**src/rtl/mips_control_unit_if.sv**
```systemverilog
// Control/status bundle between the multicycle control FSM
// and the MIPS-subset datapath.
interface mips_control_unit_if;
  logic [5:0]  opcode;
  logic [15:0] immediate;
  logic        overflow;
  logic        zero_div;
  logic        mult_stop;
  logic        div_stop;
  logic        div_zero;

  logic       mux_memory_wd;
  logic       mux_b;
  logic       mux_high;
  logic       mux_low;
  logic       mux_extend;
  logic       mux_shift_src;
  logic [1:0] mux_shift_amt;
  logic [1:0] mux_a;
  logic [1:0] mux_ula1;
  logic [1:0] mux_ula2;
  logic [1:0] mux_pc;
  logic [1:0] mux_register_wr;
  logic [2:0] mux_address;
  logic [2:0] mux_register_wd;
  logic       address_rg_load;
  logic       epc_load;
  logic       mdr_load;
  logic       ir_load;
  logic       high_load;
  logic       low_load;
  logic       a_load;
  logic       b_load;
  logic       ula_out_load;
  logic       store_size;
  logic [1:0] load_size;
  logic       memory_wr;
  logic       reg_wr;
  logic       pc_write;
  logic       is_beq;
  logic       is_bne;
  logic [2:0] ula;
  logic [2:0] shift;
  logic       mult_init;
  logic       div_init;

  modport master (
    input  opcode, immediate, overflow, zero_div,
    input  mult_stop, div_stop, div_zero,
    output mux_memory_wd, mux_b, mux_high, mux_low,
    output mux_extend, mux_shift_src, mux_shift_amt,
    output mux_a, mux_ula1, mux_ula2, mux_pc,
    output mux_register_wr, mux_address, mux_register_wd,
    output address_rg_load, epc_load, mdr_load, ir_load,
    output high_load, low_load, a_load, b_load,
    output ula_out_load, store_size, load_size,
    output memory_wr, reg_wr, pc_write, is_beq, is_bne,
    output ula, shift, mult_init, div_init
  );

  modport slave (
    output opcode, immediate, overflow, zero_div,
    output mult_stop, div_stop, div_zero,
    input  mux_memory_wd, mux_b, mux_high, mux_low,
    input  mux_extend, mux_shift_src, mux_shift_amt,
    input  mux_a, mux_ula1, mux_ula2, mux_pc,
    input  mux_register_wr, mux_address, mux_register_wd,
    input  address_rg_load, epc_load, mdr_load, ir_load,
    input  high_load, low_load, a_load, b_load,
    input  ula_out_load, store_size, load_size,
    input  memory_wr, reg_wr, pc_write, is_beq, is_bne,
    input  ula, shift, mult_init, div_init
  );
endinterface

```
**src/rtl/mips_control_unit.sv**
```systemverilog
// Multicycle Moore control FSM for the MIPS-subset datapath.
// Define CU_MULT_DIV_EN to enable the mult/div sequences.
module mips_control_unit (
  input logic                 clk,
  input logic                 reset_in,
  mips_control_unit_if.master bus
);

  typedef enum logic [5:0] {
    S_RESET, S_F1, S_F2, S_F3, S_DEC,
    S_ADD, S_SUB, S_AND, S_SLT, S_RWB,
    S_SH1L, S_SH1R, S_SLL, S_SRA, S_SHWB,
    S_JR, S_MFHI, S_MFLO,
    S_MUL_INIT, S_MUL_WAIT, S_MUL_ST,
    S_DIV_INIT, S_DIV_WAIT, S_DIV_ST,
    S_X1, S_X2,
    S_ADDI, S_IWB, S_BEQ, S_BNE,
    S_MADDR, S_LW1, S_LW2, S_LW3, S_LWB, S_SWM,
    S_LUI, S_J, S_JAL,
    S_EXC1, S_EXC2, S_EXC3, S_EXC4
  } state_t;

  localparam logic [2:0] V_INV  = 3'd2;
  localparam logic [2:0] V_OVF  = 3'd3;
  localparam logic [2:0] V_DIVZ = 3'd4;

  state_t     state, state_nxt;
  logic [2:0] vec, vec_nxt;
  logic [5:0] funct;
  logic [5:0] op;
  logic       r_type;
  logic       unused_bits;

  assign funct  = bus.immediate[5:0];
  assign op     = bus.opcode;
  assign r_type = op == 6'h00;
  // shamt and the zero flag are consumed by the datapath
  assign unused_bits = ^{bus.zero_div, bus.immediate[15:6]};

  always_ff @(posedge clk or negedge reset_in) begin
    if (!reset_in) begin
      state <= S_RESET;
      vec   <= 3'd0;
    end else begin
      state <= state_nxt;
      vec   <= vec_nxt;
    end
  end

  always_comb begin
    state_nxt = S_F1;
    vec_nxt   = vec;
    unique case (state)
      S_F1: state_nxt = S_F2;
      S_F2: state_nxt = S_F3;
      S_F3: state_nxt = S_DEC;
      S_DEC: begin
        unique case (1'b1)
          r_type && funct == 6'h20: state_nxt = S_ADD;
          r_type && funct == 6'h22: state_nxt = S_SUB;
          r_type && funct == 6'h24: state_nxt = S_AND;
          r_type && funct == 6'h2A: state_nxt = S_SLT;
          r_type && funct == 6'h00: state_nxt = S_SH1L;
          r_type && funct == 6'h03: state_nxt = S_SH1R;
          r_type && funct == 6'h08: state_nxt = S_JR;
          r_type && funct == 6'h10: state_nxt = S_MFHI;
          r_type && funct == 6'h12: state_nxt = S_MFLO;
`ifdef CU_MULT_DIV_EN
          r_type && funct == 6'h18: state_nxt = S_MUL_INIT;
          r_type && funct == 6'h1A: state_nxt = S_DIV_INIT;
`endif
          r_type && funct == 6'h05: state_nxt = S_X1;
          op == 6'h08: state_nxt = S_ADDI;
          op == 6'h04: state_nxt = S_BEQ;
          op == 6'h05: state_nxt = S_BNE;
          op == 6'h23: state_nxt = S_MADDR;
          op == 6'h2B: state_nxt = S_MADDR;
          op == 6'h0F: state_nxt = S_LUI;
          op == 6'h02: state_nxt = S_J;
          op == 6'h03: state_nxt = S_JAL;
          default: begin
            state_nxt = S_EXC1;
            vec_nxt   = V_INV;
          end
        endcase
      end
      S_ADD, S_SUB, S_ADDI: begin
        if (bus.overflow) begin
          state_nxt = S_EXC1;
          vec_nxt   = V_OVF;
        end else begin
          state_nxt = state == S_ADDI ? S_IWB : S_RWB;
        end
      end
      S_AND, S_SLT: state_nxt = S_RWB;
      S_SH1L: state_nxt = S_SLL;
      S_SH1R: state_nxt = S_SRA;
      S_SLL, S_SRA: state_nxt = S_SHWB;
      S_MUL_INIT: state_nxt = S_MUL_WAIT;
      S_MUL_WAIT:
        state_nxt = bus.mult_stop ? S_MUL_ST : S_MUL_WAIT;
      S_DIV_INIT: state_nxt = S_DIV_WAIT;
      S_DIV_WAIT: begin
        // a zero divisor wins over a simultaneous done
        if (bus.div_zero) begin
          state_nxt = S_EXC1;
          vec_nxt   = V_DIVZ;
        end else begin
          state_nxt = bus.div_stop ? S_DIV_ST : S_DIV_WAIT;
        end
      end
      S_X1: state_nxt = S_X2;
      S_MADDR: state_nxt = op == 6'h23 ? S_LW1 : S_SWM;
      S_LW1: state_nxt = S_LW2;
      S_LW2: state_nxt = S_LW3;
      S_LW3: state_nxt = S_LWB;
      S_JAL: state_nxt = S_J;
      S_EXC1: state_nxt = S_EXC2;
      S_EXC2: state_nxt = S_EXC3;
      S_EXC3: state_nxt = S_EXC4;
      default: state_nxt = S_F1;
    endcase
  end

  always_comb begin
    bus.mux_memory_wd   = 1'b0;
    bus.mux_b           = 1'b0;
    bus.mux_high        = 1'b0;
    bus.mux_low         = 1'b0;
    bus.mux_extend      = 1'b0;
    bus.mux_shift_src   = 1'b0;
    bus.mux_shift_amt   = 2'b00;
    bus.mux_a           = 2'b00;
    bus.mux_ula1        = 2'b00;
    bus.mux_ula2        = 2'b00;
    bus.mux_pc          = 2'b00;
    bus.mux_register_wr = 2'b00;
    bus.mux_address     = 3'b000;
    bus.mux_register_wd = 3'b000;
    bus.address_rg_load = 1'b0;
    bus.epc_load        = 1'b0;
    bus.mdr_load        = 1'b0;
    bus.ir_load         = 1'b0;
    bus.high_load       = 1'b0;
    bus.low_load        = 1'b0;
    bus.a_load          = 1'b0;
    bus.b_load          = 1'b0;
    bus.ula_out_load    = 1'b0;
    bus.store_size      = 1'b0;
    bus.load_size       = 2'b00;
    bus.memory_wr       = 1'b0;
    bus.reg_wr          = 1'b0;
    bus.pc_write        = 1'b0;
    bus.is_beq          = 1'b0;
    bus.is_bne          = 1'b0;
    bus.ula             = 3'b000;
    bus.shift           = 3'b000;
    bus.mult_init       = 1'b0;
    bus.div_init        = 1'b0;
    unique case (state)
      S_F1, S_F2, S_F3: begin
        bus.ula      = 3'b001;
        bus.mux_ula1 = 2'b01;
        bus.mux_ula2 = 2'b01;
        bus.ir_load  = state == S_F3;
        bus.pc_write = state == S_F3;
      end
      S_DEC: begin
        bus.a_load       = 1'b1;
        bus.b_load       = 1'b1;
        bus.ula          = 3'b001;
        bus.mux_ula1     = 2'b01;
        bus.mux_ula2     = 2'b11;
        bus.ula_out_load = 1'b1;
      end
      S_ADD, S_SUB, S_AND, S_SLT: begin
        bus.ula_out_load = 1'b1;
        unique case (state)
          S_ADD:   bus.ula = 3'b001;
          S_SUB:   bus.ula = 3'b010;
          S_AND:   bus.ula = 3'b011;
          default: bus.ula = 3'b111;
        endcase
      end
      S_RWB: begin
        bus.reg_wr          = 1'b1;
        bus.mux_register_wr = 2'b01;
      end
      S_SH1L, S_SH1R: bus.shift = 3'b001;
      S_SLL: bus.shift = 3'b010;
      S_SRA: bus.shift = 3'b100;
      S_SHWB: begin
        bus.reg_wr          = 1'b1;
        bus.mux_register_wr = 2'b01;
        bus.mux_register_wd = 3'b100;
      end
      S_JR: bus.pc_write = 1'b1;
      S_MFHI, S_MFLO: begin
        bus.reg_wr          = 1'b1;
        bus.mux_register_wr = 2'b01;
        bus.mux_register_wd = state == S_MFHI ? 3'b010 : 3'b011;
      end
`ifdef CU_MULT_DIV_EN
      S_MUL_INIT: bus.mult_init = 1'b1;
      S_DIV_INIT: bus.div_init = 1'b1;
      S_MUL_ST, S_DIV_ST: begin
        bus.high_load = 1'b1;
        bus.low_load  = 1'b1;
        bus.mux_high  = state == S_DIV_ST;
        bus.mux_low   = state == S_DIV_ST;
      end
`endif
      S_X1: begin
        bus.ula_out_load    = 1'b1;
        bus.reg_wr          = 1'b1;
        bus.mux_register_wr = 2'b11;
        bus.mux_register_wd = 3'b111;
      end
      S_X2, S_IWB: bus.reg_wr = 1'b1;
      S_ADDI, S_MADDR: begin
        bus.ula          = 3'b001;
        bus.mux_ula2     = 2'b10;
        bus.ula_out_load = 1'b1;
      end
      S_BEQ, S_BNE: begin
        bus.ula    = 3'b010;
        bus.mux_pc = 2'b01;
        bus.is_beq = state == S_BEQ;
        bus.is_bne = state == S_BNE;
      end
      S_LW1, S_LW2, S_LW3: begin
        bus.mux_address = 3'b001;
        bus.mdr_load    = state == S_LW3;
      end
      S_LWB: begin
        bus.reg_wr          = 1'b1;
        bus.mux_register_wd = 3'b001;
      end
      S_SWM: begin
        bus.mux_address = 3'b001;
        bus.memory_wr   = 1'b1;
      end
      S_LUI: begin
        bus.reg_wr          = 1'b1;
        bus.mux_register_wd = 3'b101;
      end
      S_J: begin
        bus.mux_pc   = 2'b10;
        bus.pc_write = 1'b1;
      end
      S_JAL: begin
        bus.reg_wr          = 1'b1;
        bus.mux_register_wr = 2'b10;
        bus.mux_register_wd = 3'b110;
      end
      S_EXC1: begin
        bus.epc_load    = 1'b1;
        bus.ula         = 3'b010;
        bus.mux_ula1    = 2'b01;
        bus.mux_ula2    = 2'b01;
        bus.mux_address = vec;
      end
      S_EXC2, S_EXC3: begin
        bus.mux_address = vec;
        bus.mdr_load    = state == S_EXC3;
      end
      S_EXC4: begin
        bus.mux_extend = 1'b1;
        bus.mux_pc     = 2'b11;
        bus.pc_write   = 1'b1;
      end
      default: ;
    endcase
  end

endmodule

```
**src/flat_wrapper.sv**
```systemverilog
// flat-port wrapper written by rule: the top's interface ports become plain ports
module mips_control_unit_flat 
  (clk, reset_in, bus_opcode, bus_immediate, bus_overflow, bus_zero_div, bus_mult_stop, bus_div_stop, bus_div_zero, bus_mux_memory_wd, bus_mux_b, bus_mux_high, bus_mux_low, bus_mux_extend, bus_mux_shift_src, bus_mux_shift_amt, bus_mux_a, bus_mux_ula1, bus_mux_ula2, bus_mux_pc, bus_mux_register_wr, bus_mux_address, bus_mux_register_wd, bus_address_rg_load, bus_epc_load, bus_mdr_load, bus_ir_load, bus_high_load, bus_low_load, bus_a_load, bus_b_load, bus_ula_out_load, bus_store_size, bus_load_size, bus_memory_wr, bus_reg_wr, bus_pc_write, bus_is_beq, bus_is_bne, bus_ula, bus_shift, bus_mult_init, bus_div_init);
  mips_control_unit_if bus_i ();
  input logic clk;
  input logic reset_in;
  input wire logic [$bits(bus_i.opcode)-1:0] bus_opcode;
  input wire logic [$bits(bus_i.immediate)-1:0] bus_immediate;
  input wire logic [$bits(bus_i.overflow)-1:0] bus_overflow;
  input wire logic [$bits(bus_i.zero_div)-1:0] bus_zero_div;
  input wire logic [$bits(bus_i.mult_stop)-1:0] bus_mult_stop;
  input wire logic [$bits(bus_i.div_stop)-1:0] bus_div_stop;
  input wire logic [$bits(bus_i.div_zero)-1:0] bus_div_zero;
  output wire logic [$bits(bus_i.mux_memory_wd)-1:0] bus_mux_memory_wd;
  output wire logic [$bits(bus_i.mux_b)-1:0] bus_mux_b;
  output wire logic [$bits(bus_i.mux_high)-1:0] bus_mux_high;
  output wire logic [$bits(bus_i.mux_low)-1:0] bus_mux_low;
  output wire logic [$bits(bus_i.mux_extend)-1:0] bus_mux_extend;
  output wire logic [$bits(bus_i.mux_shift_src)-1:0] bus_mux_shift_src;
  output wire logic [$bits(bus_i.mux_shift_amt)-1:0] bus_mux_shift_amt;
  output wire logic [$bits(bus_i.mux_a)-1:0] bus_mux_a;
  output wire logic [$bits(bus_i.mux_ula1)-1:0] bus_mux_ula1;
  output wire logic [$bits(bus_i.mux_ula2)-1:0] bus_mux_ula2;
  output wire logic [$bits(bus_i.mux_pc)-1:0] bus_mux_pc;
  output wire logic [$bits(bus_i.mux_register_wr)-1:0] bus_mux_register_wr;
  output wire logic [$bits(bus_i.mux_address)-1:0] bus_mux_address;
  output wire logic [$bits(bus_i.mux_register_wd)-1:0] bus_mux_register_wd;
  output wire logic [$bits(bus_i.address_rg_load)-1:0] bus_address_rg_load;
  output wire logic [$bits(bus_i.epc_load)-1:0] bus_epc_load;
  output wire logic [$bits(bus_i.mdr_load)-1:0] bus_mdr_load;
  output wire logic [$bits(bus_i.ir_load)-1:0] bus_ir_load;
  output wire logic [$bits(bus_i.high_load)-1:0] bus_high_load;
  output wire logic [$bits(bus_i.low_load)-1:0] bus_low_load;
  output wire logic [$bits(bus_i.a_load)-1:0] bus_a_load;
  output wire logic [$bits(bus_i.b_load)-1:0] bus_b_load;
  output wire logic [$bits(bus_i.ula_out_load)-1:0] bus_ula_out_load;
  output wire logic [$bits(bus_i.store_size)-1:0] bus_store_size;
  output wire logic [$bits(bus_i.load_size)-1:0] bus_load_size;
  output wire logic [$bits(bus_i.memory_wr)-1:0] bus_memory_wr;
  output wire logic [$bits(bus_i.reg_wr)-1:0] bus_reg_wr;
  output wire logic [$bits(bus_i.pc_write)-1:0] bus_pc_write;
  output wire logic [$bits(bus_i.is_beq)-1:0] bus_is_beq;
  output wire logic [$bits(bus_i.is_bne)-1:0] bus_is_bne;
  output wire logic [$bits(bus_i.ula)-1:0] bus_ula;
  output wire logic [$bits(bus_i.shift)-1:0] bus_shift;
  output wire logic [$bits(bus_i.mult_init)-1:0] bus_mult_init;
  output wire logic [$bits(bus_i.div_init)-1:0] bus_div_init;
  assign bus_i.opcode = bus_opcode;
  assign bus_i.immediate = bus_immediate;
  assign bus_i.overflow = bus_overflow;
  assign bus_i.zero_div = bus_zero_div;
  assign bus_i.mult_stop = bus_mult_stop;
  assign bus_i.div_stop = bus_div_stop;
  assign bus_i.div_zero = bus_div_zero;
  assign bus_mux_memory_wd = bus_i.mux_memory_wd;
  assign bus_mux_b = bus_i.mux_b;
  assign bus_mux_high = bus_i.mux_high;
  assign bus_mux_low = bus_i.mux_low;
  assign bus_mux_extend = bus_i.mux_extend;
  assign bus_mux_shift_src = bus_i.mux_shift_src;
  assign bus_mux_shift_amt = bus_i.mux_shift_amt;
  assign bus_mux_a = bus_i.mux_a;
  assign bus_mux_ula1 = bus_i.mux_ula1;
  assign bus_mux_ula2 = bus_i.mux_ula2;
  assign bus_mux_pc = bus_i.mux_pc;
  assign bus_mux_register_wr = bus_i.mux_register_wr;
  assign bus_mux_address = bus_i.mux_address;
  assign bus_mux_register_wd = bus_i.mux_register_wd;
  assign bus_address_rg_load = bus_i.address_rg_load;
  assign bus_epc_load = bus_i.epc_load;
  assign bus_mdr_load = bus_i.mdr_load;
  assign bus_ir_load = bus_i.ir_load;
  assign bus_high_load = bus_i.high_load;
  assign bus_low_load = bus_i.low_load;
  assign bus_a_load = bus_i.a_load;
  assign bus_b_load = bus_i.b_load;
  assign bus_ula_out_load = bus_i.ula_out_load;
  assign bus_store_size = bus_i.store_size;
  assign bus_load_size = bus_i.load_size;
  assign bus_memory_wr = bus_i.memory_wr;
  assign bus_reg_wr = bus_i.reg_wr;
  assign bus_pc_write = bus_i.pc_write;
  assign bus_is_beq = bus_i.is_beq;
  assign bus_is_bne = bus_i.is_bne;
  assign bus_ula = bus_i.ula;
  assign bus_shift = bus_i.shift;
  assign bus_mult_init = bus_i.mult_init;
  assign bus_div_init = bus_i.div_init;
  mips_control_unit u_core (.clk(clk), .reset_in(reset_in), .bus(bus_i));
endmodule
```
**config.mk**
```make
export PLATFORM = sky130hd
export DESIGN_NAME = mips_control_unit_flat
export DESIGN_NICKNAME = d
export VERILOG_FILES = /design/src/rtl/mips_control_unit_if.sv /design/src/rtl/mips_control_unit.sv /design/src/flat_wrapper.sv
export SDC_FILE = /design/constraint.sdc
export NUM_CORES = 1
export LEC_CHECK = 0
export BUFFER_PORTS_ARGS = -buffer_cell sky130_fd_sc_hd__buf_2
export CAP_MARGIN = 20
export CORE_MARGIN = 2
export CORE_UTILIZATION = 50
export CTS_BUF_LIST = sky130_fd_sc_hd__clkbuf_4 sky130_fd_sc_hd__clkbuf_8 sky130_fd_sc_hd__clkbuf_16
export CTS_CLUSTER_SIZE = 40
export DETAILED_ROUTE_END_ITERATION = 10
export GPL_TIMING_DRIVEN = 0
export PLACE_DENSITY_LB_ADDON = 0.2
export SYNTH_ARGS = -nofsm -noshare
export SYNTH_HDL_FRONTEND = slang
export SYNTH_SLANG_ARGS = --single-unit
```
**constraint.sdc**
```tcl
create_clock -name clk -period 2.1 [get_ports clk]
set_input_delay 0 -clock clk [delete_from_list [all_inputs] [get_ports clk]]
set_output_delay 0 -clock clk [all_outputs]
set_load 0.01 [all_outputs]
```
[After elaboration in Yosys (flattened, before gate mapping)]
Index checks and enable logic that the tools add are counted.
Storage, ports and cells
  flip-flop bits (word level): 9
  bits of input ports: 29
  output and inout port bits: 49
  word-level logic and storage cells: 132
Cells by class
  equal/unequal tests: 60
  multiplexer cells: 33
  reduce and logical (&&, ||, !) cells: 37
Operator list (number)
  $pmux 6 s22: 1
  $eq 6x6->1 const B: 17
  $pmux 6 s17: 1
  $eq 6x5->1 const B: 16
  $eq 6x4->1 const B: 11
  $eq 6x3->1 const B: 7
  $pmux 3 s3: 4
  $eq 6x2->1 const B: 5
  $mux 6: 3
  $pmux 2 s3: 3
  $pmux 3 s6: 1
  $reduce_or 18->1: 1
  $reduce_or 3->1: 6
  $reduce_or 2->1: 8
  $reduce_or 4->1: 4
  $logic_not 6->1: 2
  $mux 1: 12
  $mux 3: 4
  $logic_and 1x1->1: 10
  $reduce_or 10->1: 1
  $reduce_or 8->1: 1
  $eq 6x1->1 const B: 1
  $ne 2x2->1 const B: 3
  $pmux 3 s2: 1
  6 further kinds: 7

[Depth between registers and ports, before layout]
  depth in word-level cells: 5
  depth in mapped cells: 8

[Least setup slack after synthesis]
OpenSTA, ideal clock, no wires.
  path type: reg-to-reg
  start point: register u_core.state[2]
  end point: register u_core.vec[2]
  setup time: 0.121 ns
  arrival: 1.776 ns
  slack: 0.203 ns
  cell stages (with the launch flop): 9
  period minus slack after synthesis: 1.897 ns
  path through: dfrtp_1 > clkbuf_2 > inv_1 > nor2_2 > nand3_1 > inv_1 > o32ai_1 > a221o_1 > a22o_1
On the way
  word-level cells in the longest chain between the ends: 4
RTL lines
  from (decl): line mips_control_unit.sv:27  | state_t state, state_nxt;
  from (signal assigned): line mips_control_unit.sv:45  | state <= state_nxt;
  $eq 6x3->1 or $eq 6x5->1 (tied branches): line mips_control_unit.sv:53  | unique case (state)
  $reduce_or 3->1: line mips_control_unit.sv:53
  $ne 2x2->1 (no line) or $reduce_bool 3->1 (tied branches)
  $reduce_and 4->1 (no line)
  to (signal assigned): line mips_control_unit.sv:46  | vec <= vec_nxt;
  to (decl): line mips_control_unit.sv:28  | logic [2:0] vec, vec_nxt;
Several ways; a longest one is shown, not always the timed one.
A chain may end at the register's enable or synchronous reset.

[Final worst setup path]
  start point: register u_core.state[4]
  end point: register u_core.vec[0]
The elaborated chain is that of the path after synthesis.

==> metrics <==
status finished, final reports clean; worst-skew pair later-pin latency around 0.23 ns; WP data arrival 2.16 ns; DR pass1 iterations 6; CTS buffer count 3; switching power between 1 and 1.5 mW; H-tree depth 1; CORE AREA between 3000 and 4000 sq um; DIE AREA between 4000 and 5000 sq um; initial antenna violation count 0; commonest non-fill, non-tap cells in the layout buf_2, nor2_1, nand2_1; io pins 78; final core occ 64.8%; Final Cell Area between 2000 and 2500 sq um; CTS root buf clkbuf_8; synth unique cells 61; total number of vias 2564; max-cap check violation count 0; largest net degree at the start of global routing 11; chip width 65.8 um; dominant cells by area after synthesis dfrtp_1, buf_4, nor2_1, a21oi_1, o21ai_0; sequential power share 11.9%; Tmin final 2.04 ns; Syn Area/Cell 6.27 sq um; most common cell after layout, fill and taps aside buf_2; WL final ~6.4 mm; reg-to-reg endpoint u_core.vec[0]$_DFFE_PN0P_; Setup violations, final 0; CP Data Required Time 2.22 ns; GRT Resource Usage Total 28.6%; fmax between 400 and 500 MHz; clock sinks 9; Total Power 2.39 mW; Final Max Slew Viols 0; layout cell share with drive strength beyond 1 31.1%; Clock transition at path regs roughly 0.040 ns; wl on met1 2.68 mm; nets@finish 400; residual DRC count 0; grt total ovfl 0; FP Rows 22; WS Path Type reg2reg; final hold violations 0; Min-Delay Path Class in2reg; Initial Util 52.1%; CTS tree yes; P_leak approximately 1.1 nW; #FFs+latches synth 9; cell depth of the worst flop-to-flop path 7; clock power share about 9%; Fin Clk Skew between 0.002 and 0.0025 ns; P_int 1.07 mW; Comb pwr share between 70% and 80%; Detailed Route Iter0 Violations 349; Hold WS 0.0509 ns; Worst Path Max Fanout 8; ANT nets after route 0; Syn Inst Count 304; reg2reg start u_core.state[4]$_DFF_PN0_; routability cong. 1.01; Worst VDD drop 0.449 mV; min-delay src bus_div_zero; crit end category flop; Switching Share 55.1%; met2 routed WL between 2 and 3 mm; RSZ-0062 raised after global routing yes; share of the synthesized area in the top cell type 11.8%; Final HPWL DP 4.85 mm; Port-buffer cells 45; hold depth 2; Syn-to-layout area delta 24.3%; Routed met3 length ~700 um; Hold Path End u_core.vec[1]$_DFFE_PN0P_; vias in the first global route 2038; Async S/R FF share, synth 100%; sequential area share after synthesis 11.8%; Synth Cell Area 1910 sq um; Max Used Layer met4; Ant. Diodes 0; Period Utilization, post-route 97.0%; placed cell area 2260 sq um; crit start category flop; routed len/inst about 15 um; Max clock buf depth 2; first-pass GRT wire length 9.87 mm; FF-to-FF setup slack 0.06 ns; Cell Pwr Density 1010 nW/um^2; post-synth top area cell dfrtp_1; EDFF count, synth 0; via-per-instance ratio just over 6; die height between 60 and 70 um; Main synth FF type dfrtp_1; Warnings, synthesis 0
==> cells by family after synthesis <==
| group | Yosys count | synth area share (%) |
|---|---|---|
| buffers and inverters | 55 | 15.1 |
| adder cells (fa/ha/maj) | 1 | 0.525 |
| AND/OR/NAND/NOR | 139 | 37.5 |
| AO/OA/AOI/OAI | 92 | 31.4 |
| other | 1 | 0.197 |
| multiplexers | 3 | 1.57 |
| flip-flops | 9 | 11.8 |
| XOR/XNOR | 4 | 1.84 |
==> synth_stat cells (3+ instances only) <==
library cell and instances:
nor4_1 3, and2_1 4, or2_2 7, xnor2_1 3, a211oi_1 3, nand3_1 13
o22ai_1 4, o21ai_0 22, nor2b_1 9, and3_1 4, buf_2 6, o211ai_1 4
a21oi_1 23, nand2b_1 5, buf_4 19, nand2_1 28, buf_1 6, a22oi_1 3
clkbuf_1 13, nand4_1 6, nor3_1 12, mux2i_1 3, dfrtp_1 9, inv_1 8
nor2_1 33, a31oi_1 9
==> power by group through the flow <==
stage,combinational [mW],clock [mW],sequential [mW]
3_5_place_dp,1.79,0,0.247
3_3_place_gp,1.80,0,0.246
2_1_floorplan,1.28,0,0.242
4_1_cts,1.80,0.214,0.274
5_1_grt,2.04,0.225,0.288
6_report,1.89,0.214,0.284
==> worst max path at each step <==
stage / from / slack [ns] / end / cells after the start
3_3_place_gp: u_core.state[3]$_DFF_PN0_ / -0.21 / u_core.state[0]$_DFF_PN0_ / 8
6_report: u_core.state[4]$_DFF_PN0_ / 0.06 / u_core.vec[0]$_DFFE_PN0P_ / 7
2_1_floorplan: u_core.state[2]$_DFF_PN0_ / 0.20 / u_core.vec[2]$_DFFE_PN0P_ / 8
5_1_grt: u_core.state[4]$_DFF_PN0_ / -0.08 / u_core.vec[0]$_DFFE_PN0P_ / 7
3_5_place_dp: u_core.state[2]$_DFF_PN0_ / -0.21 / u_core.vec[0]$_DFFE_PN0P_ / 8
4_1_cts: u_core.state[4]$_DFF_PN0_ / 0.04 / u_core.vec[0]$_DFFE_PN0P_ / 7
==> flip-flops by register name, summed over array words and instances (netlist names) <==
| register | cells |
|---|---|
| u_core.state | 6 |
| u_core.vec | 3 |
==> metrics by stage <==
step	std cells	setup slack, ns	TNS (ns)
after global placement	414	-0.212	-1.96
after floorplan	321	0.203	0
after CTS	418	0.0420	0
after global routing	418	-0.0812	-0.146
after detailed placement	414	-0.209	-1.70
final	418	0.0634	0
==> layer usage <==
layer	GRT usage (%)	up-vias
met5	0	-
met3	4.11	18
met4	8.07	0
li1	-	1209
met1	40.6	1163
met2	44.8	174
==> worst max-delay path, stage by stage, from the launching register on <==
cell	delay (ns)
dfrtp_1	0.35
clkbuf_1	0.20
nor2_2	0.28
nand3_1	0.23
inv_1	0.23
o32ai_1	0.13
a221o_1	0.31
a22o_1	0.19
==> what timing repair did <==
| action | in CTS | in global routing |
|---|---|---|
| gates cloned | 0 | 0 |
| resized for setup | 13 | 22 |
| endpoints found under the setup margin | 28 | 25 |
| buffers inserted | 1 | 0 |
| hold buffers | 1 | 0 |
| pin swaps | 1 | 0 |
| hold endpoints to repair | 9 | 0 |
==> layout make-up <==
type | count | area (sq um)
Multi-Input combinational cell | 257 | 1480
Fill cell | 380 | 1290
Buffer | 44 | 278
Timing Repair Buffer | 47 | 243
Sequential cell | 9 | 228
Tap cell | 48 | 60.1
Clock buffer | 4 | 48.8
Inverter | 9 | 33.8
(Power assumes the default switching activity.)
